$ cat src/rtl/seg7_scan_decoder_pkg.sv
// Shared definitions for the multiplexed 7-segment readback path:
// segment patterns (abcdefg, bit 6 = a, 1 = lit), blank code and frame states.
package seg7_scan_decoder_pkg;

  localparam logic [6:0] SEG_0     = 7'b1111110;
  localparam logic [6:0] SEG_1     = 7'b0110000;
  localparam logic [6:0] SEG_2     = 7'b1101101;
  localparam logic [6:0] SEG_3     = 7'b1111001;
  localparam logic [6:0] SEG_4     = 7'b0110011;
  localparam logic [6:0] SEG_5     = 7'b1011011;
  localparam logic [6:0] SEG_6     = 7'b1011111;
  localparam logic [6:0] SEG_7     = 7'b1110000;
  localparam logic [6:0] SEG_8     = 7'b1111111;
  localparam logic [6:0] SEG_9     = 7'b1111011;
  localparam logic [6:0] SEG_BLANK = 7'b0000000;

  localparam logic [3:0] BLANK_CODE = 4'hF;

  typedef enum logic [1:0] {
    IDLE,
    COLLECT,
    PUBLISH
  } frame_state_t;

  // Bus carries a at index 0; patterns carry a at the MSB, lit = 1.
  function automatic logic [6:0] normalise_seg(input logic [0:6] raw,
                                               input logic       active_low);
    logic [6:0] lit;
    lit = {raw[0], raw[1], raw[2], raw[3], raw[4], raw[5], raw[6]};
    return active_low ? ~lit : lit;
  endfunction

endpackage

$ cat src/rtl/seg7_pattern_decode.sv
// Combinational inverse of the BCD-to-segment encoder: lit pattern -> {valid, nibble}.
module seg7_pattern_decode
  import seg7_scan_decoder_pkg::*;
(
  input  logic [6:0] seg,
  output logic       valid,
  output logic [3:0] nibble
);

  always_comb begin
    valid  = 1'b1;
    nibble = BLANK_CODE;
    case (seg)
      SEG_0:     nibble = 4'd0;
      SEG_1:     nibble = 4'd1;
      SEG_2:     nibble = 4'd2;
      SEG_3:     nibble = 4'd3;
      SEG_4:     nibble = 4'd4;
      SEG_5:     nibble = 4'd5;
      SEG_6:     nibble = 4'd6;
      SEG_7:     nibble = 4'd7;
      SEG_8:     nibble = 4'd8;
      SEG_9:     nibble = 4'd9;
      SEG_BLANK: nibble = BLANK_CODE;
      default: begin
        valid  = 1'b0;
        nibble = BLANK_CODE;
      end
    endcase
  end

endmodule

$ cat src/rtl/seg7_scan_decoder.sv
// Recovers BCD digits from a multiplexed 7-segment bus: per-digit settling
// filter, pattern decode and a frame collector that publishes complete frames.
module seg7_scan_decoder
  import seg7_scan_decoder_pkg::*;
#(
  parameter int POLARITE      = 1,
  parameter int NB_DIGITS     = 4,
  parameter int STABLE_CYCLES = 4
) (
  input  logic                   clk,
  input  logic                   rst_n,
  input  logic [0:6]             iSeg,
  input  logic [NB_DIGITS-1:0]   iDigSel,
  output logic [4*NB_DIGITS-1:0] oBcd,
  output logic                   oValid,
  output logic                   oErr
);

  localparam int IDXW = (NB_DIGITS > 1) ? $clog2(NB_DIGITS) : 1;
  localparam int CNTW = $clog2(STABLE_CYCLES + 1);
  localparam logic [CNTW-1:0] CNT_MAX = CNTW'(STABLE_CYCLES);

  logic [0:6]                 seg_q;
  logic [NB_DIGITS-1:0]       sel_q;
  logic [0:6]                 seg_prev;
  logic [NB_DIGITS-1:0]       sel_prev;
  logic [CNTW-1:0]            cnt;
  logic [CNTW-1:0]            cnt_next;
  logic [6:0]                 seg_lit;
  logic                       dec_valid;
  logic [3:0]                 dec_nib;
  logic [IDXW-1:0]            idx;
  logic                       sel_onehot;
  logic                       capture;
  frame_state_t               state;
  logic [NB_DIGITS-1:0]       mask;
  logic [NB_DIGITS-1:0][3:0]  shadow;

  assign seg_lit = normalise_seg(seg_q, POLARITE != 0);

  seg7_pattern_decode u_decode (
    .seg    (seg_lit),
    .valid  (dec_valid),
    .nibble (dec_nib)
  );

  always_comb begin
    sel_onehot = $onehot(sel_q);
    idx        = '0;
    for (int unsigned i = 0; i < NB_DIGITS; i++) begin
      if (sel_q[i]) idx = IDXW'(i);
    end
  end

  // Saturation makes the STABLE-1 -> STABLE step happen once per dwell.
  always_comb begin
    cnt_next = '0;
    if (sel_onehot) begin
      if (seg_q == seg_prev && sel_q == sel_prev)
        cnt_next = (cnt == CNT_MAX) ? cnt : cnt + 1'b1;
      else
        cnt_next = CNTW'(1);
    end
    capture = (cnt == CNT_MAX - 1'b1) && (cnt_next == CNT_MAX);
  end

  always_ff @(posedge clk) begin
    if (!rst_n) begin
      seg_q    <= '0;
      sel_q    <= '0;
      seg_prev <= '0;
      sel_prev <= '0;
      cnt      <= '0;
      state    <= IDLE;
      mask     <= '0;
      shadow   <= '0;
      oBcd     <= '0;
      oValid   <= 1'b0;
      oErr     <= 1'b0;
    end else begin
      seg_q    <= iSeg;
      sel_q    <= iDigSel;
      seg_prev <= seg_q;
      sel_prev <= sel_q;
      cnt      <= cnt_next;
      oErr     <= capture && !dec_valid;
      oValid   <= 1'b0;

      case (state)
        COLLECT: begin
          if (mask == '1) begin
            state  <= PUBLISH;
            oBcd   <= shadow;
            oValid <= 1'b1;
          end else if (capture) begin
            if (!dec_valid) begin
              state <= IDLE;
              mask  <= '0;
            end else if (idx == '0) begin
              mask      <= NB_DIGITS'(1);
              shadow[0] <= dec_nib;
            end else begin
              mask[idx]   <= 1'b1;
              shadow[idx] <= dec_nib;
            end
          end
        end
        // PUBLISH lasts one cycle and otherwise behaves exactly like IDLE.
        default: begin
          state <= IDLE;
          mask  <= '0;
          if (capture && dec_valid && idx == '0) begin
            state     <= COLLECT;
            mask      <= NB_DIGITS'(1);
            shadow[0] <= dec_nib;
          end
        end
      endcase
    end
  end

endmodule

$ cat config.mk
export PLATFORM = sky130hd
export DESIGN_NAME = seg7_scan_decoder
export DESIGN_NICKNAME = d
export VERILOG_FILES = /design/src/rtl/seg7_scan_decoder_pkg.sv /design/src/rtl/seg7_pattern_decode.sv /design/src/rtl/seg7_scan_decoder.sv
export SDC_FILE = /design/constraint.sdc
export NUM_CORES = 1
export LEC_CHECK = 0
export ABC_AREA = 1
export CORE_MARGIN = 2
export CORE_UTILIZATION = 30
export DETAILED_ROUTE_END_ITERATION = 12
export DONT_BUFFER_PORTS = 1
export PLACE_DENSITY = 0.54
export SYNTH_ARGS = -nofsm -noshare
export SYNTH_HDL_FRONTEND = slang
export SYNTH_SLANG_ARGS = --single-unit
$ cat constraint.sdc
create_clock -name clk -period 3.53 [get_ports clk]
set_clock_uncertainty 0.05 [all_clocks]
set_input_delay 0.706 -clock clk [delete_from_list [all_inputs] [get_ports clk]]
set_output_delay 0.706 -clock clk [all_outputs]
set_load 0.01 [all_outputs]
Word level (Yosys, flattened, before mapping)
Cells that the tools add are included.
{ "totals": {"regBits": 65, "latch_bits": 0, "ram_bits": 0, "romBits": 0, "in_bits": 13, "out_inout_bits": 18, "elab_cells": 95, "memories": 0} }
{ "op_classes": {"n_addsub": 4, "multipliers": 0, "div": 0, "n_lt_le_gt_ge": 2, "eq_ne": 23, "shift": 0, "n_mux": 31, "bitwise_logic": 4, "reduce_logical": 17} }
{ "op_table": {"columns": ["operator", "count"], "rows": [
  ["$eq 7x7->1 const B", 8],
  ["$mux 4", 12],
  ["$pmux 4 s10", 1],
  ["$bwmux 16", 1],
  ["$eq 7x6->1 const B", 2],
  ["$mux 2", 6],
  ["$reduce_or 11->1", 1],
  ["$mux 3", 3],
  ["$demux 4 s2", 1],
  ["$reduce_and 2->1", 4],
  ["$eq 7x7->1", 1],
  ["$logic_not 7->1", 1],
  ["$not 7->7", 1],
  ["$eq 3x3->1 const B", 2],
  ["$logic_and 1x1->1", 6],
  ["$mux 1", 6],
  ["$ne 2x2->1 const B", 3],
  ["$ne 3x3->1 const B", 2],
  ["$reduce_and 5->1", 1],
  ["$add 1x1->2", 2],
  ["$eq 4x4->1", 1],
  ["$eq 4x4->1 const B", 1],
  ["$or 4x4->4", 1],
  ["$reduce_and 4->1", 1],
  ["other kinds (12)", 13]
]} }

Logic depth before layout (Yosys ltp)
Gate-level depths: netlist (run 1).
{ "depth": {"depth_word": 13, "mapped_depth": 16, "mapped_depth_nobuf": 15} }

Modules after synthesis
From an unflattened synthesis (run 1), not the netlist that was laid out.
{ "unflattened": {"hier_cells": 433, "area_unflattened_um2": 3050.4} }
{ "by_module_without_submodules": {"columns": ["module", "n_inst", "cells_each", "area_per_inst_um2", "seq_area_each_um2"], "rows": [
  ["seg7_scan_decoder", 1, 380, 2807.7, 1301.2],
  ["seg7_pattern_decode", 1, 53, 242.7, 0.0]
]} }

Worst setup path after synthesis (run 1)
Ideal clock, no wire load.
{ "synth_timing": {"path_kind": "reg2reg", "start": "register sel_q[3]", "end": "register mask[1]", "setup_time_ns": 0.115, "arrival_ns": 2.565, "slack_ns": 0.800, "stages_incl_launch_ff": 15, "n_path_buf": 1, "synth_period_minus_slack_ns": 2.730, "cell_sequence": "dfxtp_1 > buf_4 > inv_1 > fa_1 > inv_1 > ha_1 > ha_1 > nor3_1 > nand4_2 > nor2_4 > nand2_2 > nand2_1 > inv_2 > o21ai_2 > nor2_1"} }
{ "synth_via": {"elab_chain_len": 11, "elab_cells_between_ends": 24} }
{ "synth_lines": {"columns": ["item", "line_no", "rtl"], "rows": [
  ["start, declared", "seg7_scan_decoder.sv:24", "logic [NB_DIGITS-1:0] sel_q;"],
  ["start signal, assigned", "seg7_scan_decoder.sv:82", "sel_q <= iDigSel;"],
  ["$mux 2", "seg7_scan_decoder.sv:51", "if (sel_q[i]) idx = IDXW'(i);"],
  ["$lt 2x3->1 (not written as such) / $ge 2x1->1 (equally long branches)", "seg7_scan_decoder.sv:103", "mask[idx] <= 1'b1;"],
  ["$logic_and 1x1->1 (not written as such)", "seg7_scan_decoder.sv:103", null],
  ["$mux 1 (not written as such)", "seg7_scan_decoder.sv:103", null],
  ["$demux 1 s2", "seg7_scan_decoder.sv:103", null],
  ["$or 4x4->4 (no source line)", null, null],
  ["$mux 4", "seg7_scan_decoder.sv:99", "end else if (idx == '0) begin"],
  ["$mux 4", "seg7_scan_decoder.sv:96", "if (!dec_valid) begin"],
  ["$mux 4", "seg7_scan_decoder.sv:95", "end else if (capture) begin"],
  ["$mux 4", "seg7_scan_decoder.sv:91", "if (mask == '1) begin"],
  ["$mux 4", "seg7_scan_decoder.sv:89", "case (state)"],
  ["end signal, assigned", "seg7_scan_decoder.sv:98", "mask <= '0;"],
  ["end signal, assigned", "seg7_scan_decoder.sv:100", "mask <= NB_DIGITS'(1);"],
  ["end signal, assigned by index", "seg7_scan_decoder.sv:103", null],
  ["end, declared", "seg7_scan_decoder.sv:36", "logic [NB_DIGITS-1:0] mask;"]
]} }
Parallel ways exist; a longest one is shown, timed or not. The select of a mux whose other input is x is not followed.
A chain may end at the register's enable or synchronous reset.

Worst setup path after layout (run 1)
{ "layout_timing": {"start": "register sel_q[3]", "end": "register shadow[12] (netlist bit)"} }
{ "layout_via": {"elab_chain_len": 7, "elab_cells_between_ends": 19} }
{ "layout_lines": {"columns": ["item", "line_no", "rtl"], "rows": [
  ["$add 1x1->2 (not written as such) / $eq 4x4->1 (equally long branches)", "seg7_scan_decoder.sv:48, seg7_scan_decoder.sv:59", null],
  ["$add 2x2->3 (not written as such) / $logic_and 1x1->1 (equally long branches)", "seg7_scan_decoder.sv:48, seg7_scan_decoder.sv:59", null],
  ["$eq 3x1->1 / $mux 3 (equally long branches)", "seg7_scan_decoder.sv:48, seg7_scan_decoder.sv:59", null],
  ["$mux 3", "seg7_scan_decoder.sv:58", "if (sel_onehot) begin"],
  ["$eq 3x3->1", "seg7_scan_decoder.sv:64", "capture = (cnt == CNT_MAX - 1'b1) && (cnt_next == CNT_MAX);"],
  ["$logic_and 1x1->1", "seg7_scan_decoder.sv:64", null],
  ["$reduce_and 5->1 (no source line)", null, null],
  ["end signal, assigned by index", "seg7_scan_decoder.sv:104", "shadow[idx] <= dec_nib;"],
  ["end, declared", "seg7_scan_decoder.sv:37", "logic [NB_DIGITS-1:0][3:0] shadow;"]
]} }
Parallel ways exist; a longest one is shown, timed or not.

==> results of run 1 <==
## flip-flops by register name, summed over array words and instances (netlist names)
name	cells
cnt	3
mask	4
oBcd	16
oErr	1
oValid	1
seg_prev	7
seg_q	7
sel_prev	4
sel_q	4
shadow	16
state	2
## critical path: cells and delay by family (launching register included)
family	cells	cell delay [ns]
AND/OR/NAND/NOR	8	1.36
adder cells (fa/ha/maj)	3	0.91
flip-flops	1	0.50
buffers and inverters	3	0.24
## metrics by stage
stage / util, % / power [mW] / setup slack, ns / area (um^2)
final: 33.5 / 1.43 / 0.379 / 3240
after global routing: 33.5 / 1.50 / 0.135 / 3240
after CTS: 33.5 / 1.46 / 0.367 / 3240
after detailed placement: 31.6 / 0.877 / 0.410 / 3060
after global placement: 31.6 / 0.876 / 0.525 / 3060
after floorplan: - / 0.865 / 0.800 / 2960
## routing by layer
layer / up-vias / global-route usage, %
li1: 1291 / -
met1: 1052 / 15.3
met2: 47 / 18.5
met3: 8 / 4.30
met4: 0 / 4.05
met5: - / 0
## synthesized netlist by cell type
library cell  count
nand2_1         101
inv_1            80
dfxtp_1          65
nor2_1           54
a21oi_1          22
nand3_1          19
o21ai_0          18
nor3_1            9
nand4_1           7
clkbuf_1          6
ha_1              5
inv_2             5
xnor2_1           5
nand3_2           4
buf_4             2
nor2_2            2
nor2_4            2
o21a_1            2
a31oi_1           1
and2_1            1
buf_2             1
buf_6             1
clkbuf_8          1
fa_1              1
nand2_2           1
nand4_2           1
nor3_2            1
nor3b_1           1
o2111ai_1         1
o21ai_1           1
o21ai_2           1
or2_2             1
xor2_1            1
## where the power goes
| group | switching, mW | total [mW] | internal, mW |
|---|---|---|---|
| logic | 0.0646 | 0.0985 | 0.0340 |
| clock network | 0.284 | 0.573 | 0.289 |
| registers | 0.0149 | 0.761 | 0.747 |
## cells in the final DEF (no fill, tap or decap), types with 2 or more instances in the layout
master | netlist | layout
nand2_1 | 101 | 101
inv_1 | 80 | 80
dfxtp_1 | 65 | 65
nor2_1 | 54 | 54
a21oi_1 | 22 | 22
nand3_1 | 19 | 19
o21ai_0 | 18 | 18
clkbuf_8 | 1 | 11
nor3_1 | 9 | 9
nand4_1 | 7 | 7
xnor2_1 | 5 | 5
inv_2 | 5 | 5
ha_1 | 5 | 5
nand3_2 | 4 | 4
clkinv_2 | 0 | 3
nor2_2 | 2 | 2
nor2_4 | 2 | 2
o21a_1 | 2 | 2
clkinvlp_4 | 0 | 2
## layout make-up
type	instances	area share, %
clock inverter	5	0.926
tap	133	5.13
timing repair buffer	1	0.231
clock buffer	11	4.67
multi-input combinational	262	39.1
inverter	85	9.83
sequential	65	40.1
## worst max-delay path by stage
stage                               to  slack (ns)
2_1_floorplan     mask[1]$_SDFFE_PN0P_        0.80
3_3_place_gp      mask[3]$_SDFFE_PN0P_        0.52
3_5_place_dp   shadow[15]$_SDFFE_PN0P_        0.41
4_1_cts        shadow[12]$_SDFFE_PN0P_        0.37
5_1_grt        shadow[10]$_SDFFE_PN0P_        0.14
6_report       shadow[12]$_SDFFE_PN0P_        0.38
## kinds of logic (layout without fill, tap and decap cells)
| group | after synthesis | in the layout | share of synthesized area (%) |
|---|---|---|---|
| flops | 65 | 65 | 44.0 |
| compound gates | 46 | 46 | 8.25 |
| buf+inv | 96 | 102 | 13.1 |
| fa+ha+maj | 6 | 6 | 2.79 |
| xor+xnor | 6 | 6 | 1.78 |
| simple gates | 204 | 204 | 30.1 |
==> results.env, run 1 <==
FINALWIRELENGTH_UM=5670
STATUS='finished clean'
SEQUENTIAL_CELL_AREA_UM2=1300
FINAL_NETS=443
DR.PASS1.ITERS=4
HOLDCRITPATHCLASS='reg2reg'
SYN-NUM-NETS=442
DRIVE_GT1_SHARE_PCT=8.16
YS_SEQ_ELEMENTS=65
VIAS_IN_THE_FIRST_GLOBAL_ROUTE=2243
SYNTHESIS.AREA_UM2=2960
FINALHOLDVIOLCOUNT=0
GLOBALPLACE.CONGESTION=0.843
GRT_MAX_DEGREE=58
SYNTH_CELLS=423
FINALSETUPTNS_NS=0
GLOBALROUTE.TOTALOVERFLOW=0
TRITONCTS='built'
P_LEAK_nW=1.59
WORSTREG2REGSTART='sel_q[3]$_SDFF_PN0_'
TIMING.CRITICAL_PATH.CELLS='inv_1, fa_1, inv_1, ha_1, ha_1, nor3_1, nand4_2, nor2_4, nand2_2, inv_2, nand3_2, nand2_1, nand2_1, nor2_1'
POST_CTS_RESIZE_COUNT=0
MULTI_INPUT_COMB_AREA_UM2=1270
CTS.REPAIR_TIMING.SETUP_BUFFER_COUNT=0
NUMCTSBUFFERS=9
REGTOREGSETUPSLACK_NS=0.38
TIMING.CRITICAL_PATH.SLOWEST_CELL_DELAY_NS=0.50
FINAL.MIN_CLOCK_PERIOD_NS=3.15
HP-START='shadow[2]$_SDFFE_PN0P_'
FLOORPLAN.ROWS=36
FLOW.AREA_GROWTH_FROM_SYNTHESIS_PCT=9.73
VIASPERCELL=4.27
DRT_DRC_VIOLATIONS_LEFT=0
ROUTED-WL-MET3_UM=237
DRV_CAP=0
WL_PER_CELL_UM=10.1
WORSTSKEWPAIRLATENCY_NS=0.34
DIE_WIDTH_UM=103
NETLIST.TOP_CELL.BY_AREA='dfxtp_1'
HOLD_DEPTH=2
TIMING.REG2REG.WORST_PATH_DEPTH=14
HOLD-WORST-SLACK_NS=0.401
WORST_EP_REQUIRED_TIME_NS=3.75
CLOCK_PATH_BUFFERS=2
PLACE_HPWL_UM=4040
YOSYS.CELL_TYPES.COUNT=33
CTS.CLK_SLEW.WORST_PATHS_NS=0.07
CLK_ROOT_BUFFER_CELL='clkbuf_8'
POWER.IR.VDD_WORST_mV=0.220
TOP_SIGNAL_LAYER_USED='met4'
IO_BUFFER_COUNT=0
POWER_DENSITY_nW_PER_UM2=442
ANTENNA_CELLS=0
END_KIND='register'
INSTANCES_NO_FILL=562
DRT_FIRST_ITER_VIOLATIONS=86
FINAL_MIN_PERIOD_OVER_CLOCK_PERIOD_PCT=89.3
TIGHTEST_SLEW_NS=0.564
ARR_TIME_CRIT_PATH_NS=3.37
NUM-FILL-CELLS=1056
SLEW_VIOL_FINAL=0
TRACK_USAGE_PCT=11.9
POSTSYNTHAREAPERCELL_UM2=6.99
HTREE_LEVELS=3
YS_TOP_CELLS_BY_AREA='dfxtp_1 44%, nand2_1 13%, inv_1 10%, nor2_1 6.9%, a21oi_1 3.7%'
DIE-HEIGHT_UM=103
MAXSLEWHEADROOM_PCT=62.1
ROUTED-VIA-COUNT=2398
SYNTH-WARNING-COUNT=0
SEQ_AREA_FRAC_SYNTH_PCT=44.0
FRACTION_OF_POST_SYNTHESIS_CELL_AREA_IN_THE_TOP_CELL_TYPE_BY_AREA_PCT=44.0
CORE_UM2=9680
CTS_SINKS=65
WL_MET1_UM=2830
TIMING.CRITICAL_PATH.FROM_TYPE='register'
DETAIL-ROUTE-ANTENNA-NETS=0
SLOWEST_STAGE='dfxtp_1'
DIE_AREA_UM2=10700
ANTENNA_FOUND_INITIAL=0
HOLD_FIX_BUFFER_COUNT_AFTER_CTS=0
PATH_TYPE_OF_THE_WORST_SETUP_PATH='reg2reg'
STARTPOINT='sel_q[3]$_SDFF_PN0_'
TIMING.RR.END='shadow[12]$_SDFFE_PN0P_'
IOPINCOUNT=31
WORST-PATH-MAX-FANOUT=8
REPORT.FINAL.SETUP_VIOL=0
PLACED_CELLS_INCL_TAPS=546
MIN_DELAY_ENDPOINT='oBcd[2]$_SDFFE_PN0P_'
STARTING_DENSITY_OF_THE_CORE_PCT=30.5
FIRST_PASS_GRT_WIRE_LENGTH_UM=9930
FMAXACHIEVABLE_GHz=0.317
SETUP_REPAIR_AFTER_GLOBAL_ROUTING_MISSED_ITS_MARGIN='false'
ROUTED-WL-MET2_UM=2510
Note: power is estimated with default switching activity, not from simulation.
==> inputs of run 2 (changes only) <==
- GPL_TIMING_DRIVEN: not set -> 0
==> run 2 against run 1 <==
Effect of this change: maximum frequency is 2.1% higher; first-iteration DRC count shrank 16%; design area up 2.7%; critical path depth shrank 1; core utilization up 0.92 points; combinational power rose by 19%; clock power increased by 19%; routed wire length increased by 5.4%; critical endpoint is now shadow[9]$_SDFFE_PN0P_; largest cell class unchanged.
==> results.env, run 2 (synthesis gave the netlist of run 1 again) <==
HOLDCRITPATHCLASS='reg2reg'
SETUP_REPAIR_AFTER_GLOBAL_ROUTING_MISSED_ITS_MARGIN='false'
IOPINCOUNT=31  # unchanged
CRITICAL_PATH_DEPTH=13  # -1
PATH_DELAY_FAMILY='simple AND/OR/NAND/NOR gates'
POWER.SWITCHING_mW=0.360  # -1.0%
HOLD_DEPTH=2  # unchanged
DETAIL-ROUTE-ANTENNA-NETS=0  # unchanged
P_LEAK_nW=1.63  # +2.8%
GRT_MAX_DEGREE=11  # -81%
ANTENNA_FOUND_INITIAL=0  # unchanged
WL_PER_CELL_UM=10.5  # +3.8%
PLACE_WORST_SETUP_SLACK_NS=0.459  # +0.0495 ns
TOTALPOWERFINAL_mW=1.56  # +8.7%
LAYOUT_COMMON_CELLS='101 x nand2_1, 80 x inv_1, 65 x dfxtp_1'
STARTING_DENSITY_OF_THE_CORE_PCT=30.5  # unchanged
DIE-HEIGHT_UM=103  # unchanged
TIMING.CRITICAL_PATH.BUF_INV=2  # -1
FINAL_MIN_PERIOD_OVER_CLOCK_PERIOD_PCT=87.5  # -1.8 points
PLACED_CELL_AREA_UM2=3120  # +2.0%
INTERNAL-POWER_mW=1.20  # +12%
P_COMB_SHARE_PCT=7.5  # +0.6 points
VIAS_IN_THE_FIRST_GLOBAL_ROUTE=2230  # -0.58%
DRV_CAP=0  # unchanged
FLOORPLAN.ROWS=36  # unchanged
SLOWEST_STAGE='fa_1'
DRT_DRC_VIOLATIONS_LEFT=0  # unchanged
REPORT.FINAL.SETUP_VIOL=0  # unchanged
SW_FRAC_OF_TOTAL_PCT=23.1  # -2.3 points
GLOBALPLACE.CONGESTION=0.837  # -0.72%
MOST_COMMON_CELL_AFTER_LAYOUT_FILL_AND_TAPS_ASIDE='nand2_1'
FINALWIRELENGTH_UM=5980  # +5.4%
END_KIND='register'
IO_BUFFER_COUNT=0  # unchanged
PATH_TYPE_OF_THE_WORST_SETUP_PATH='reg2reg'
FINALHOLDVIOLCOUNT=0  # unchanged
CTS.REPAIR_TIMING.SETUP_BUFFER_COUNT=0  # unchanged
DR.PASS1.ITERS=4  # unchanged
FINAL.MIN_CLOCK_PERIOD_NS=3.09  # -0.0639 ns
CLOCK_PATH_BUFFERS=2  # unchanged
LAYOUT.CELL_AREA.NON_FILLER_UM2=3330  # +2.7%
POWER_DENSITY_nW_PER_UM2=467  # +5.8%
TRACK_USAGE_PCT=12.4  # +0.48 points
TRITONCTS='built'
STATUS='finished clean'
MULTI_INPUT_COMB_AREA_UM2=1270  # unchanged
WORST_EP_REQUIRED_TIME_NS=3.71  # -0.04 ns
NUMCTSBUFFERS=9  # unchanged
TIMING.CRITICAL_PATH.CELLS='inv_1, fa_1, inv_1, ha_1, ha_1, nor3_1, nand2_1, nor3_1, nand3_1, nor2_2, nand3_1, nor2_1, nor2_1'
PLACE_HPWL_UM=4440  # +9.9%
HOLD_FIX_BUFFER_COUNT_AFTER_CTS=0  # unchanged
POST_CTS_RESIZE_COUNT=0  # unchanged
WORSTSKEWPAIRLATENCY_NS=0.34  # about the same
SLEW_VIOL_FINAL=0  # unchanged
ROUTED-VIA-COUNT=2461  # +2.6%
BIGGESTREGSBYFLOPS='oBcd (16), shadow (16)'
POWER.IR.VDD_WORST_mV=0.210  # -4.7%
TIGHTEST_SLEW_NS=0.557  # -0.00689 ns
SEQUENTIAL_CELL_AREA_UM2=1300  # unchanged
HOLD-WORST-SLACK_NS=0.401  # +0.000600 ns
FIRST_PASS_GRT_WIRE_LENGTH_UM=10100  # +2.1%
MAXSLEWHEADROOM_PCT=62.6  # +0.46 points
CLK_ROOT_BUFFER_CELL='clkbuf_8'
WORST-PATH-MAX-FANOUT=5  # -3
TIMING.CRITICAL_PATH.SLOWEST_CELL_DELAY_NS=0.50  # about the same
DIE_WIDTH_UM=103  # unchanged
DRT_FIRST_ITER_VIOLATIONS=72  # -16%
CLOCK_POWER_SHARE_PCT=43.8  # +3.8 points
NUM-FILL-CELLS=1056  # unchanged
DRIVE_GT1_SHARE_PCT=8.22  # +0.061 points
DIE_AREA_UM2=10700  # unchanged
FIN_UTIL_PCT=34.4  # +0.92 points
REGTOREGSETUPSLACK_NS=0.44  # +0.06 ns
P_SEQ_SHARE_PCT=48.7  # -4.4 points
WORST_SLACK_NS=0.442  # +0.0639 ns
FLOW.AREA_GROWTH_FROM_SYNTHESIS_PCT=12.7
INSTANCES_NO_FILL=571  # +1.6%
FINAL_NETS=453  # +2.3%
ANTENNA_CELLS=0  # unchanged
ARR_TIME_CRIT_PATH_NS=3.27  # -0.10 ns
HTREE_LEVELS=3  # unchanged
CORE_UM2=9680  # unchanged
CTS_SINKS=65  # unchanged
FMAXACHIEVABLE_GHz=0.324  # +2.1%
VIASPERCELL=4.31  # +1.0%
PLACED_CELLS_INCL_TAPS=556  # +1.8%
TIMING.CRITICAL_PATH.FROM_TYPE='register'
GLOBALROUTE.TOTALOVERFLOW=0  # unchanged
CTS.CLK_SLEW.WORST_PATHS_NS=0.06  # about the same
FINALSETUPTNS_NS=0  # unchanged
TIMING.REG2REG.WORST_PATH_DEPTH=13  # -1
## run 2: per-layer routing
| layer | global-route usage, % | wire length (um) |
|---|---|---|
| met1 | 15.9 | 2960 |
| met2 | 19.1 | 2630 |
| met3 | 4.64 | 291 |
| met4 | 4.05 | 98 |
| met5 | 0 | 0 |
## run 2: final timing paths
kind                                               end                    from
worst max-delay path            shadow[9]$_SDFFE_PN0P_     sel_q[1]$_SDFF_PN0_
worst min-delay path              oBcd[9]$_SDFFE_PN0P_  shadow[9]$_SDFFE_PN0P_
worst max register to register  shadow[9]$_SDFFE_PN0P_     sel_q[1]$_SDFF_PN0_
worst min register to register    oBcd[9]$_SDFFE_PN0P_  shadow[9]$_SDFFE_PN0P_
## run 2: layout make-up
class,count,share of cell area [%]
clock buffers,12,4.35
plain buffers,11,2.03
well taps,133,4.99
clock inverters,3,1.95
flip-flops and latches,65,39.0
multi-input cells,262,38.1
inverters,85,9.57
## run 2: power by group through the flow
stage          logic (mW)  clock network (mW)  registers (mW)
5_1_grt             0.136               0.741           0.761
3_5_place_dp        0.117                   0           0.776
2_1_floorplan      0.0925                   0           0.773
6_report            0.117               0.682           0.759
4_1_cts             0.118               0.704           0.759
3_3_place_gp        0.115                   0           0.776
## run 2: worst reg2reg max path: stages, from the launching register on
cell and delay (ns):
dfxtp_1 0.40, inv_1 0.11, fa_1 0.50, inv_1 0.04
ha_1 0.17, ha_1 0.27, nor3_1 0.49, nand2_1 0.11
nor3_1 0.19, nand3_1 0.10, nor2_2 0.15, nand3_1 0.19
nor2_1 0.15, nor2_1 0.06
